[src/rtl/carry_save_seq_4.sv]
// Three-operand 4-bit adder (carry-save stage + carry-lookahead final stage) and its operand sequencer.
// Latency: result visible one cycle after the last operand is accepted (one S_ADD cycle).
// Backpressure: in_ready low while adding or holding a result; result held until out_ready.

module carry_save_adder_cla_4 (
  input  logic [3:0] a,
  input  logic [3:0] b,
  input  logic [3:0] c,
  output logic [4:0] sum,
  output logic       cout
);

  logic [3:0] s_vec;
  logic [3:0] c_vec;
  logic [4:0] x;
  logic [4:0] y;
  logic [4:0] p;
  logic [4:0] g;
  logic [5:0] cy;

  // Reduce three operands to sum/carry vectors, then resolve them with generate/propagate carries
  always_comb begin
    s_vec = a ^ b ^ c;
    c_vec = (a & b) | (a & c) | (b & c);
    x     = {1'b0, s_vec};
    y     = {c_vec, 1'b0};
    p     = x ^ y;
    g     = x & y;
    cy    = 6'd0;
    for (int i = 0; i < 5; i++) begin
      cy[i+1] = g[i] | (p[i] & cy[i]);
    end
    sum  = p ^ cy[4:0];
    cout = cy[5];
  end

endmodule

module carry_save_seq_4 #(
  parameter int CNT_W = 8
) (
  input  logic             clk,
  input  logic             rst,
  input  logic             in_valid,
  output logic             in_ready,
  input  logic [3:0]       in_data,
  input  logic             in_last,
  output logic             out_valid,
  input  logic             out_ready,
  output logic [4:0]       out_sum,
  output logic             out_cout,
  output logic [1:0]       out_ops,
  output logic [CNT_W-1:0] grp_count
);

  typedef enum logic [2:0] {
    S_OP0,
    S_OP1,
    S_OP2,
    S_ADD,
    S_OUT
  } state_t;

  state_t     state;
  state_t     state_nxt;
  logic [3:0] a;
  logic [3:0] b;
  logic [3:0] c;
  logic [1:0] ops;
  logic [4:0] add_sum;
  logic       add_cout;
  logic       accept;
  logic       take;

  assign accept = in_valid && in_ready;
  assign take   = out_valid && out_ready;

  carry_save_adder_cla_4 u_add (
    .a    (a),
    .b    (b),
    .c    (c),
    .sum  (add_sum),
    .cout (add_cout)
  );

  // State register
  always_ff @(posedge clk or posedge rst) begin
    if (rst) state <= S_OP0;
    else     state <= state_nxt;
  end

  // Next state and Moore handshake outputs; in_last only closes a group early in OP0/OP1
  always_comb begin
    state_nxt = state;
    in_ready  = 1'b0;
    out_valid = 1'b0;
    case (state)
      S_OP0: begin
        in_ready = 1'b1;
        if (in_valid) state_nxt = in_last ? S_ADD : S_OP1;
      end
      S_OP1: begin
        in_ready = 1'b1;
        if (in_valid) state_nxt = in_last ? S_ADD : S_OP2;
      end
      S_OP2: begin
        in_ready = 1'b1;
        if (in_valid) state_nxt = S_ADD;
      end
      S_ADD: state_nxt = S_OUT;
      S_OUT: begin
        out_valid = 1'b1;
        if (out_ready) state_nxt = S_OP0;
      end
      default: state_nxt = S_OP0;
    endcase
  end

  // Operand capture, result registration and delivered-group counting
  always_ff @(posedge clk or posedge rst) begin
    if (rst) begin
      a         <= 4'd0;
      b         <= 4'd0;
      c         <= 4'd0;
      ops       <= 2'd0;
      out_sum   <= 5'd0;
      out_cout  <= 1'b0;
      out_ops   <= 2'd0;
      grp_count <= '0;
    end else begin
      case (state)
        S_OP0: if (accept) begin a <= in_data; ops <= 2'd1; end
        S_OP1: if (accept) begin b <= in_data; ops <= 2'd2; end
        S_OP2: if (accept) begin c <= in_data; ops <= 2'd3; end
        S_ADD: begin
          out_sum  <= add_sum;
          out_cout <= add_cout;
          out_ops  <= ops;
        end
        S_OUT: if (take) begin
          // Clearing here keeps unloaded slots of the next short group at zero
          a         <= 4'd0;
          b         <= 4'd0;
          c         <= 4'd0;
          grp_count <= grp_count + CNT_W'(1);
        end
        default: ;
      endcase
    end
  end

endmodule

[config.mk]
export PLATFORM = sky130hd
export DESIGN_NAME = carry_save_seq_4
export DESIGN_NICKNAME = d
export VERILOG_FILES = /design/src/rtl/carry_save_seq_4.sv
export SDC_FILE = /design/constraint.sdc
export NUM_CORES = 1
export LEC_CHECK = 0
export BUFFER_PORTS_ARGS = -buffer_cell sky130_fd_sc_hd__buf_2
export CAP_MARGIN = 20
export CORE_ASPECT_RATIO = 0.7
export CORE_MARGIN = 2
export CORE_UTILIZATION = 35
export DETAILED_ROUTE_END_ITERATION = 7
export GPL_TIMING_DRIVEN = 0
export SETUP_SLACK_MARGIN = 0.1
export SYNTH_ARGS = -nofsm -noshare
export SYNTH_HDL_FRONTEND = slang
export SYNTH_HIERARCHICAL = 1
export SYNTH_SLANG_ARGS = --single-unit
[constraint.sdc]
create_clock -name clk -period 2.9 [get_ports clk]
set_input_delay 0 -clock clk [delete_from_list [all_inputs] [get_ports clk]]
set_output_delay 0 -clock clk [all_outputs]
set_load 0.005 [all_outputs]
==> results of run 1 <==
## cell usage after synthesis, drive strengths merged (3+ instances only)
library cell  number
dfrtp             33
inv               19
o21ai             18
mux2               9
nand3              7
fa                 6
a21oi              5
a22oi              5
buf                5
xor2               5
a31oi              4
nand2              4
nor2b              4
o2bb2ai            4
ha                 3
nor2               3
## repair_timing
item,CTS,global route
hold buffers,3,0
hold endpoints to repair,14,0
buffers inserted,0,0
resized for setup,0,0
setup endpoints to repair,0,0
## power by group
group	internal (W)	leakage, nW	total, W	switching [W]
Clock	0.000171	0.0395	0.000336	0.000166
Combinational	0.000469	0.524	0.00100	0.000531
Sequential	0.000656	0.410	0.000801	0.000145
Total	0.00130	0.973	0.00214	0.000842
## worst min path at each step
stage / to / startpoint / slack [ns] / depth (start not counted)
after floorplan: state[2] / out_ready / 0.11 / 1
after global placement: c[0] / in_data[0] / 0.29 / 3
after detailed placement: out_sum[0] / rst / 0.09 / 2
after CTS: c[1] / in_data[1] / 0.0002 / 3
after global routing: c[1] / in_data[1] / 0.02 / 3
final: c[1] / in_data[1] / 0.01 / 3
## logic make-up after synthesis
family	share of synthesized area (%)
xor gates and xnor gates	3.64
muxes	6.01
buffers and inverters	7.05
DFF	49.0
adders and majority gates	9.35
AOI/OAI and AO/OA	14.5
and+or+nand+nor	10.5
## worst max-delay path, delay by kind of cell, from the launching register on
family                     cells  cell delay (ns)
DFF                            1             0.42
muxes                          1             0.26
adders and majority gates      5             1.49
buffers and inverters          2             0.12
## flip-flops by register name, summed over array words and instances, names as in the netlist
| name | count |
|---|---|
| c | 4 |
| b | 4 |
| a | 4 |
| ops | 2 |
| out_cout | 1 |
| out_sum | 5 |
| grp_count | 8 |
| out_ops | 2 |
| state | 3 |
## final cells by class
class,instances,area [sq um],share of cell area [%]
Buffer,7,47.5,2.35
Clock buffer,8,80.1,3.95
Inverter,19,71.3,3.52
Multi-Input combinational cell,91,742,36.6
Sequential cell,33,826,40.8
Tap cell,57,71.3,3.52
Timing Repair Buffer,30,188,9.26
## routing by layer
metal | GRT usage [%] | share of wire (%) | vias to the layer above
li1 | - | - | 593
met1 | 22.5 | 53 | 596
met2 | 18.4 | 40 | 34
met3 | 4.36 | 5.9 | 7
met4 | 4.69 | 1.3 | 0
met5 | 0 | 0 | -
## through the flow
step,hold slack [ns],instance area (sq um)
final,0.0110,2030
after global routing,0.0246,2030
after CTS,0.000186,2030
after detailed placement,0.0883,1920
after global placement,0.291,1890
after floorplan,0.107,1690
==> results.rst, run 1 <==
.. list-table::
   :header-rows: 1

   * - Metric
     - Value
   * - Critical R2R Capture
     - out_sum[4]
   * - HPWL reported at the end of detailed placement
     - around 2500 um
   * - Critical Path Source Type
     - flip-flop
   * - Placeable core region
     - approximately 4700 sq um
   * - Clock Skews
     - between 0.007 and 0.008 ns
   * - Initial DRC count
     - between 90 and 100
   * - Die area
     - 5400 sq um
   * - Number of cells on the worst reg-to-reg path
     - 8
   * - Vias per std cell
     - approximately 5
   * - Commonest cells after routing, fill and taps aside
     - 33 x dfrtp_1, 28 x buf_2, 19 x inv_1
   * - Cell taking the most area after synthesis
     - dfrtp_1
   * - Fraction of layout instances using a drive strength above 1
     - approximately a quarter
   * - Outcome
     - finished clean
   * - Clock sink count
     - 33
   * - Number of design rule violations left after detail routing
     - 0
   * - Via count of the first global-routing pass
     - between 1k and 1.5k
   * - Cell area after synthesis
     - roughly 1700 sq um
   * - RSZ-0062 raised after global routing
     - no
   * - Launch point of the worst path
     - a[1]
   * - Average footprint of a synthesized cell
     - roughly 11 sq um
   * - Global route overflow
     - 0
   * - Most common library cell in the layout ignoring fill and taps
     - dfrtp_1
   * - Maximum VDD drop
     - between 0.3 and 0.4 mV
   * - Total wirelength of the detailed-routed design
     - ~3500 um
   * - Post-DR wirelength/cell
     - about 14 um
   * - Crit-path max FO
     - 3
   * - Flop-to-flop setup slack
     - a little under 0.5 ns
   * - Series of cell instances along the critical path
     - fa_1 > ha_1 > inv_1 > fa_1 > inv_1 > fa_1 > ha_1 > mux2_2
   * - Worst skew pair latency
     - between 0.2 and 0.3 ns
   * - Final hold viol count
     - 0
   * - Worst slack, placed
     - between 0.4 and 0.5 ns
   * - CTS Buf Count
     - 5
   * - Instance count of the mapped netlist
     - 150
   * - # nets final
     - between 200 and 250
   * - Number of antenna violations at the first check in global routing
     - 0
   * - Fill cell total of the finished layout
     - around 480
   * - Leakage power of the design
     - slightly below 1 nW
   * - First-pass GRT wire length
     - approximately 5700 um
   * - Worst reg2reg startpoint
     - a[1]
   * - Main area contributors after synthesis
     - dfrtp_1 49%, fa_1 7.1%, mux2_2 6.0%
   * - Number of standard cells in the final layout excluding fillers
     - between 200 and 250
   * - Required time of the critical path
     - 3.07 ns
   * - Worst slew margin relative to its limit
     - 43.8%
   * - CTS tree
     - built
   * - Post-route core utilization
     - 43.1%
   * - WP data arrival
     - about 2.6 ns
   * - IO Pins
     - 27
   * - Critical path destination
     - out_sum[4]
   * - Maximum level of the CTS H-tree
     - 2
   * - Count of input and output buffers
     - 26
   * - P per Cell Area
     - 1060 nW/um^2
   * - Synth Net Count
     - around 170
   * - Fraction of synthesized cell area taken by the top area cell type
     - roughly 49%
   * - Maximum count of clock buffers along a single path
     - 2
   * - Row Count
     - 21
   * - Number of different library cells in the post-synthesis netlist
     - 31
   * - Count of final max-slew check failures
     - 0
   * - Post-route clock period utilization
     - between 80% and 90%
   * - Most used flip-flop cell after synthesis
     - dfrtp_1
   * - Kind of capture point of the worst setup path
     - flip-flop
   * - Total vias in the final route
     - around 1.2k
   * - Global-route usage over all layers
     - about 14%
   * - Width of the chip
     - 87.0 um
   * - Overall power of the completed layout
     - approximately 0.0021 W
   * - Antenna violation net count after detailed routing
     - 0
   * - Clock Pin Slew Worst Setup and Hold Paths
     - 0.07 ns
   * - Final GP Congestion
     - roughly 0.75
   * - Final Worst Setup Slack
     - 0.489 ns
   * - Number of synthesis warnings
     - 6
   * - Number of enable flip-flop cells after synthesis
     - 0
   * - Number of antenna repair diodes
     - 0
   * - Largest net degree at the start of global routing
     - 22
   * - Critical Setup Path Class
     - reg2reg
   * - Height of the chip
     - 62.1 um
   * - Worst min-delay path category
     - in2reg
   * - Reported max-cap violation count
     - 0
   * - Synthesis-stage register bit count
     - 33
   * - Maximum operating frequency
     - a little over 0.4 GHz
   * - Post-synthesis sequential area ratio
     - 49.0%
   * - Pre-Repair DR Iteration Count
     - 5
   * - Asr flop ratio synth
     - 100%
   * - Master of the slowest instance on the critical path
     - fa_1
   * - DP Cell Count
     - about 230
   * - Cell repeated most along the worst path
     - fa_1
   * - Crit path largest cell delay
     - 0.48 ns
   * - Area delta synth->final
     - 20.1%
   * - Starting density of the core
     - between 30% and 40%
   * - Cell chosen for the clock root
     - clkbuf_8
   * - Actual transition at the worst max-transition pin
     - approximately 0.84 ns
   * - Count of endpoints failing setup in the final report
     - 0
   * - Final TNS setup
     - 0 ns
   * - Final critical path time including I/O delays and setup
     - roughly 2.4 ns
Note: power is estimated with default switching activity, not from simulation.
==> run 2, diff against run 1 <==
Clock period 2.9 ns to 2 ns, I/O delays scaled along.
==> run 2 against run 1 <==
Against the previous run: the flow now finishes with violations (setup timing); fmax is 2.1% higher; count of clock-buffer cells in the layout is 1 lower; first-iteration DRC count is 49% lower; cell count is 0.82% higher; critical endpoint is now out_sum[3].
==> results.rst, run 2 (same netlist as run 1, synthesis figures left out) <==
.. list-table::
   :header-rows: 1

   * - Metric
     - Value
   * - Number of antenna violations at the first check in global routing
     - 0 (unchanged)
   * - Area delta synth->final
     - 24.7%
   * - CTS Buf Count
     - 5 (unchanged)
   * - Reported max-cap violation count
     - 0 (unchanged)
   * - Required time of the critical path
     - 2.17 ns (-0.90 ns)
   * - Crit path largest cell delay
     - 0.55 ns (+0.07 ns)
   * - Count of input and output buffers
     - 26 (unchanged)
   * - Met2 capacity usage during global routing
     - 18.2% (-0.22 points)
   * - Global route overflow
     - 0 (unchanged)
   * - Worst reg2reg startpoint
     - c[1]
   * - Height of the chip
     - 62.1 um (unchanged)
   * - Number of design rule violations left after detail routing
     - 0 (unchanged)
   * - Row Count
     - 21 (unchanged)
   * - Placeable core region
     - 4700 sq um (unchanged)
   * - Top Usage Layer GRT
     - met1
   * - CTS tree
     - built
   * - Number of cells on the worst reg-to-reg path
     - 7 (-1)
   * - Via count of the first global-routing pass
     - 1,131 (-1.6%)
   * - Worst skew pair latency
     - 0.29 ns (about the same)
   * - Total wirelength of the detailed-routed design
     - 3580 um (+2.0%)
   * - Cell depth of the worst min-delay path
     - 3 (unchanged)
   * - Series of cell instances along the critical path
     - fa_1 > ha_2 > inv_2 > fa_2 > inv_2 > fa_2 > mux2_2
   * - HPWL reported at the end of detailed placement
     - 2560 um (+0.55%)
   * - Crit-path max FO
     - 2 (-1)
   * - WP data arrival
     - 2.53 ns (-0.06 ns)
   * - First-pass GRT wire length
     - 5640 um (-0.37%)
   * - IO Pins
     - 27 (unchanged)
   * - Global-route usage over all layers
     - 14.2% (-0.12 points)
   * - Actual transition at the worst max-transition pin
     - 0.745 ns (-0.0970 ns)
   * - Post-DR wirelength/cell
     - 14.5 um (+1.2%)
   * - Number of antenna repair diodes
     - 0 (unchanged)
   * - Vias per std cell
     - 4.94 (-1.5%)
   * - Largest net degree at the start of global routing
     - 23 (+4.5%)
   * - Initial DRC count
     - 49 (-49%)
   * - Leakage power of the design
     - 0.999 nW (+2.7%)
   * - Count of final max-slew check failures
     - 0 (unchanged)
   * - Met3 global-route usage
     - 3.96% (-0.40 points)
   * - Antenna violation net count after detailed routing
     - 0 (unchanged)
   * - Number of standard cells in the final layout excluding fillers
     - 247 (+0.82%)
   * - End of the worst hold path
     - c[2]
   * - Fraction of layout instances using a drive strength above 1
     - 32.1% (+6.0 points)
   * - Critical Setup Path Class
     - reg2reg
   * - Worst slew margin relative to its limit
     - 50.2% (+6.5 points)
   * - Final GP Congestion
     - 0.761 (+1.3%)
   * - Maximum operating frequency
     - 0.423 GHz (+2.1%)
   * - Outcome
     - finished with violations
   * - Most common library cell in the layout ignoring fill and taps
     - dfrtp_1
   * - Final Worst Setup Slack
     - -0.361 ns (-0.851 ns)
   * - Clock Pin Slew Worst Setup and Hold Paths
     - 0.07 ns (about the same)
   * - DP Cell Count
     - 234 (unchanged)
   * - Count of endpoints failing setup in the final report
     - 4 (+4)
   * - Cell chosen for the clock root
     - clkbuf_8
   * - Commonest cells after routing, fill and taps aside
     - 33 x dfrtp_1, 28 x buf_2, 18 x o21ai_0
   * - Crit-path leading delay family
     - adder cells
   * - # nets final
     - 207 (+0.98%)
   * - Maximum level of the CTS H-tree
     - 2 (unchanged)
   * - Clock sink count
     - 33 (unchanged)
   * - Max FFs per register
     - 8 (unchanged)
   * - Buffer and inverter count on the worst path
     - 2 (unchanged)
   * - Post-route core utilization
     - 44.7% (+1.6 points)
   * - Flop-to-flop setup slack
     - -0.36 ns (-0.85 ns)
   * - Kind of capture point of the worst setup path
     - flip-flop
   * - Top flop regs
     - grp_count x8, out_sum x5
   * - Critical Path Source Type
     - flip-flop
   * - Die area
     - 5400 sq um (unchanged)
   * - Violations in the final reports
     - setup timing
   * - Critical R2R Capture
     - out_sum[3]
   * - Width of the chip
     - 87.0 um (unchanged)
   * - Starting density of the core
     - 35.9% (unchanged)
   * - Maximum VDD drop
     - 0.607 mV (+56%)
   * - Total vias in the final route
     - 1,221 (-0.73%)
   * - Master of the slowest instance on the critical path
     - fa_1
   * - Clock Skews
     - 0.00830 ns (+0.000362 ns)
   * - GR met1 Demand/Resource
     - 22.8% (+0.27 points)
   * - Post-route clock period utilization
     - 118% (+35 points)
   * - RSZ-0062 raised after global routing
     - yes
   * - Final hold viol count
     - 0 (unchanged)
   * - Final critical path time including I/O delays and setup
     - 2.36 ns (-0.0494 ns)
   * - P per Cell Area
     - 1630 nW/um^2 (+55%)
   * - Maximum count of clock buffers along a single path
     - 2 (unchanged)
   * - Pre-Repair DR Iteration Count
     - 4 (-1)
   * - Critical hold path startpoint
     - in_data[2]
   * - Top register by number of flip-flops
     - grp_count
   * - Worst min-delay path category
     - in2reg
run 2: cell types whose count changed in the layout (fill, tap and decap cells not counted), sizes merged:
cell    delta
buf        +2
bufinv     +1
clkbuf     -1
run 2: worst max path at each step:
stage	startpoint	endpoint	slack [ns]	cells past startpoint
3_5_place_dp	b[1]	out_sum[4]	-0.38	8
3_3_place_gp	c[1]	out_sum[4]	-0.37	8
5_1_grt	c[1]	out_sum[3]	-0.42	7
4_1_cts	b[1]	out_sum[4]	-0.38	8
6_report	c[1]	out_sum[3]	-0.36	7
2_1_floorplan	c[1]	out_sum[4]	-0.27	8
run 2: per-stage QoR:
step,hold WS [ns],setup WS (ns),power [W],TNS (ns),instance area (sq um)
global placement,0.291,-0.371,0.00260,-0.993,1890
CTS,0.00798,-0.378,0.00335,-1.11,2070
floorplan,0.107,-0.273,0.00218,-0.714,1690
global route,0.0242,-0.415,0.00373,-1.19,2100
finish,0.0132,-0.361,0.00344,-0.992,2100
detailed placement,0.0713,-0.384,0.00264,-1.06,1920
run 2: where the power goes:
part           internal, W  total [W]  switching, W
Clock             0.000406   0.000653      0.000247
Combinational     0.000786    0.00162      0.000838
Sequential        0.000950    0.00116      0.000210
run 2: routing by layer:
| layer | share of wire (%) | vias to the layer above |
|---|---|---|
| li1 | - | 597 |
| met1 | 55 | 595 |
| met2 | 40 | 24 |
| met3 | 3.8 | 5 |
| met4 | 0.89 | 0 |
| met5 | 0 | - |
run 2: area by class of cell:
type	instances	area (sq um)
Inverter	19	71.3
Sequential cell	33	826
Timing Repair Buffer	32	203
Multi-Input combinational cell	91	768
Buffer	7	47.5
Fill cell	470	2600
Tap cell	57	71.3
Clock inverter	1	30.0
Clock buffer	7	86.3
run 2: timing repair:
| action | 4_1_cts | 5_1_grt |
|---|---|---|
| pin swaps | 3 | 3 |
| gates resized for setup | 4 | 5 |
| setup buffers | 1 | 1 |
| hold endpoints to repair | 13 | 0 |
| hold buffers | 3 | 0 |
| endpoints found under the setup margin | 4 | 4 |
run 2: worst register-to-register path: stages (launching register included):
cell	delay, ns
dfrtp_1	0.40
fa_1	0.55
ha_2	0.18
inv_2	0.04
fa_2	0.33
inv_2	0.07
fa_2	0.42
mux2_2	0.26
==> run 3, diff against run 2 <==
Settings changed: RECOVER_POWER set to 100.
==> run 3 against run 2 <==
Against the previous run: the run still ends with setup timing left; first-iteration DRC count unchanged; cell area shrank 2.8%; clock skew barely moved; power fell by 2.0%; clock power barely moved; count of clock-buffer cells in the layout unchanged; wire length increased by 0.14%; cell count unchanged; sequential share of layout area grew 1.1 points; critical path type unchanged; critical endpoint unchanged.
==> results.rst, run 3 (same netlist as run 1, synthesis figures left out) <==
.. list-table::
   :header-rows: 1

   * - Metric
     - Value
   * - Share of power burned in registers
     - 34.3% (+0.5 points)
   * - Post-route clock period utilization
     - 118% (about the same)
   * - RSZ-0062 raised after global routing
     - yes
   * - Via count of the first global-routing pass
     - 1,131 (unchanged)
   * - Vias per std cell
     - 4.98 (+0.66%)
   * - Largest net degree at the start of global routing
     - 23 (unchanged)
   * - Tightest hold margin
     - 0.00434 ns (-0.00885 ns)
   * - Critical Setup Path Class
     - reg2reg
   * - Cell internal power dissipation
     - 0.00209 W (-2.5%)
   * - First-pass GRT wire length
     - 5640 um (unchanged)
   * - Outcome
     - finished with violations
   * - CTS tree
     - built
   * - Fill cell total of the finished layout
     - 474 (+0.85%)
   * - Area delta synth->final
     - 21.2%
   * - IO Pins
     - 27 (unchanged)
   * - Worst min-delay path category
     - in2reg
   * - Fraction of power consumed by combinational cells
     - 46.4% (-0.8 points)
   * - Global route overflow
     - 0 (unchanged)
   * - Initial DRC count
     - 49 (unchanged)
   * - Violations in the final reports
     - setup timing
   * - Count of endpoints failing setup in the final report
     - 4 (unchanged)
   * - Clock sink count
     - 33 (unchanged)
   * - Pre-Repair DR Iteration Count
     - 4 (unchanged)
   * - Maximum level of the CTS H-tree
     - 2 (unchanged)
   * - Overall power of the completed layout
     - 0.00337 W (-2.0%)
   * - # nets final
     - 207 (unchanged)
   * - Net switching component of the power
     - 0.00128 W (-1.2%)
   * - Most common library cell in the layout ignoring fill and taps
     - dfrtp_1
   * - Count of input and output buffers
     - 26 (unchanged)
   * - Final critical path time including I/O delays and setup
     - 2.36 ns (-0.0000250 ns)
   * - Clock Skews
     - 0.00839 ns (+0.0000900 ns)
   * - Worst slew margin relative to its limit
     - 32.7% (-18 points)
   * - Leakage power of the design
     - 0.941 nW (-5.8%)
   * - Post-route core utilization
     - 43.5% (-1.3 points)
   * - Fraction of layout instances using a drive strength above 1
     - 24.2% (-7.9 points)
   * - Clock share of power
     - 19.3% (+0.3 points)
   * - Top register by number of flip-flops
     - grp_count
   * - Required time of the critical path
     - 2.17 ns (about the same)
   * - Reported max-cap violation count
     - 0 (unchanged)
   * - Total placed instance area
     - 1920 sq um (unchanged)
   * - Starting density of the core
     - 35.9% (unchanged)
   * - Final GP Congestion
     - 0.761 (unchanged)
   * - Number of antenna repair diodes
     - 0 (unchanged)
   * - Actual transition at the worst max-transition pin
     - 1.01 ns (+0.263 ns)
   * - Placeable core region
     - 4700 sq um (unchanged)
   * - Maximum VDD drop
     - 0.589 mV (-2.9%)
   * - Number of antenna violations at the first check in global routing
     - 0 (unchanged)
   * - Number of design rule violations left after detail routing
     - 0 (unchanged)
   * - Global-route usage over all layers
     - 14.2% (unchanged)
   * - Maximum count of clock buffers along a single path
     - 2 (unchanged)
   * - Clock Pin Slew Worst Setup and Hold Paths
     - 0.07 ns (about the same)
   * - Commonest cells after routing, fill and taps aside
     - 33 x dfrtp_1, 18 x o21ai_0, 17 x clkbuf_1, 17 x buf_2, 16 x inv_1
   * - Proportion of total power due to net switching
     - 38.0% (+0.32 points)
   * - Total vias in the final route
     - 1,229 (+0.66%)
   * - Cell chosen for the clock root
     - clkbuf_8
   * - Post-DR wirelength/cell
     - 14.5 um (+0.14%)
   * - WP data arrival
     - 2.53 ns (about the same)
   * - Critical Path Source Type
     - flip-flop
   * - Kind of capture point of the worst setup path
     - flip-flop
   * - P per Cell Area
     - 1650 nW/um^2 (+0.81%)
   * - Width of the chip
     - 87.0 um (unchanged)
   * - Row Count
     - 21 (unchanged)
   * - Final TNS setup
     - -0.989 ns (+0.00341 ns)
   * - Worst skew pair latency
     - 0.28 ns (about the same)
   * - Crit-path max FO
     - 2 (unchanged)
   * - Maximum operating frequency
     - 0.423 GHz (about the same)
   * - Die area
     - 5400 sq um (unchanged)
   * - Total wirelength of the detailed-routed design
     - 3590 um (+0.14%)
   * - Antenna violation net count after detailed routing
     - 0 (unchanged)
   * - CTS Buf Count
     - 5 (unchanged)
   * - Max FFs per register
     - 8 (unchanged)
   * - Non-Filler Cell Area, Final
     - 2040 sq um (-2.8%)
   * - Area used by sequential logic in the layout
     - 826 sq um (unchanged)
   * - Final Worst Setup Slack
     - -0.361 ns (+0.0000250 ns)
   * - Area taken by multi-input logic gates
     - 757 sq um (-1.5%)
   * - Height of the chip
     - 62.1 um (unchanged)
   * - Top flop regs
     - grp_count x8, out_sum x5
   * - Final hold viol count
     - 0 (unchanged)
   * - Count of final max-slew check failures
     - 0 (unchanged)
   * - HPWL reported at the end of detailed placement
     - 2560 um (unchanged)
run 3: final cells by class:
type | count | share of cell area (%)
buffer | 7 | 1.41
clock buffer | 7 | 4.22
clock inverter | 1 | 1.47
inverter | 19 | 3.49
multi-input combinational | 91 | 37.0
sequential | 33 | 40.4
tap | 57 | 3.49
timing repair buffer | 32 | 8.51
run 3: timing repair:
| item | CTS | global route |
|---|---|---|
| endpoints found under the setup margin | 4 | 4 |
| pin swaps | 3 | 3 |
| setup buffers | 1 | 1 |
| hold buffers | 3 | 0 |
| hold endpoints to repair | 13 | 0 |
| gates resized for setup | 4 | 5 |
run 3: final timing paths:
| path | endpoint | cells after the start | from | slack [ns] |
|---|---|---|---|---|
| setup / recovery | out_sum[3] | 7 | c[1] | -0.36 |
| hold / removal | state[2] | 2 | out_ready | 0.004 |
| setup reg to reg | out_sum[3] | 7 | c[1] | -0.36 |
| hold reg to reg | grp_count[7] | 1 | grp_count[7] | 0.47 |
| max in group asynchronous | grp_count[0] | 4 | rst | 0.43 |
| min in group asynchronous | out_sum[0] | 3 | rst | 0.25 |
run 3: power by group through the flow:
| stage | clock network [W] | registers (W) | logic, W |
|---|---|---|---|
| after CTS | 0.000667 | 0.00116 | 0.00152 |
| final | 0.000651 | 0.00115 | 0.00156 |
| after detailed placement | 0 | 0.00118 | 0.00146 |
| after global routing | 0.000696 | 0.00120 | 0.00178 |
| after global placement | 0 | 0.00117 | 0.00143 |
| after floorplan | 0 | 0.00115 | 0.00103 |
run 3: metrics by stage:
stage / setup slack (ns) / instances
2_1_floorplan: -0.273 / 150
3_3_place_gp: -0.371 / 233
3_5_place_dp: -0.384 / 234
4_1_cts: -0.378 / 246
5_1_grt: -0.415 / 247
6_report: -0.361 / 247
run 3: metal layers:
metal  wire (um)  global-route usage [%]
met1        1950                    22.8
met2        1450                    18.2
met3         149                    3.96
met4          32                    4.02
met5           0                       0
run 3: worst max-delay path: stages, from the launching register on:
cell	delay [ns]
dfrtp_1	0.40
fa_1	0.55
ha_2	0.18
inv_2	0.03
fa_2	0.33
inv_2	0.07
fa_2	0.42
mux2_2	0.26
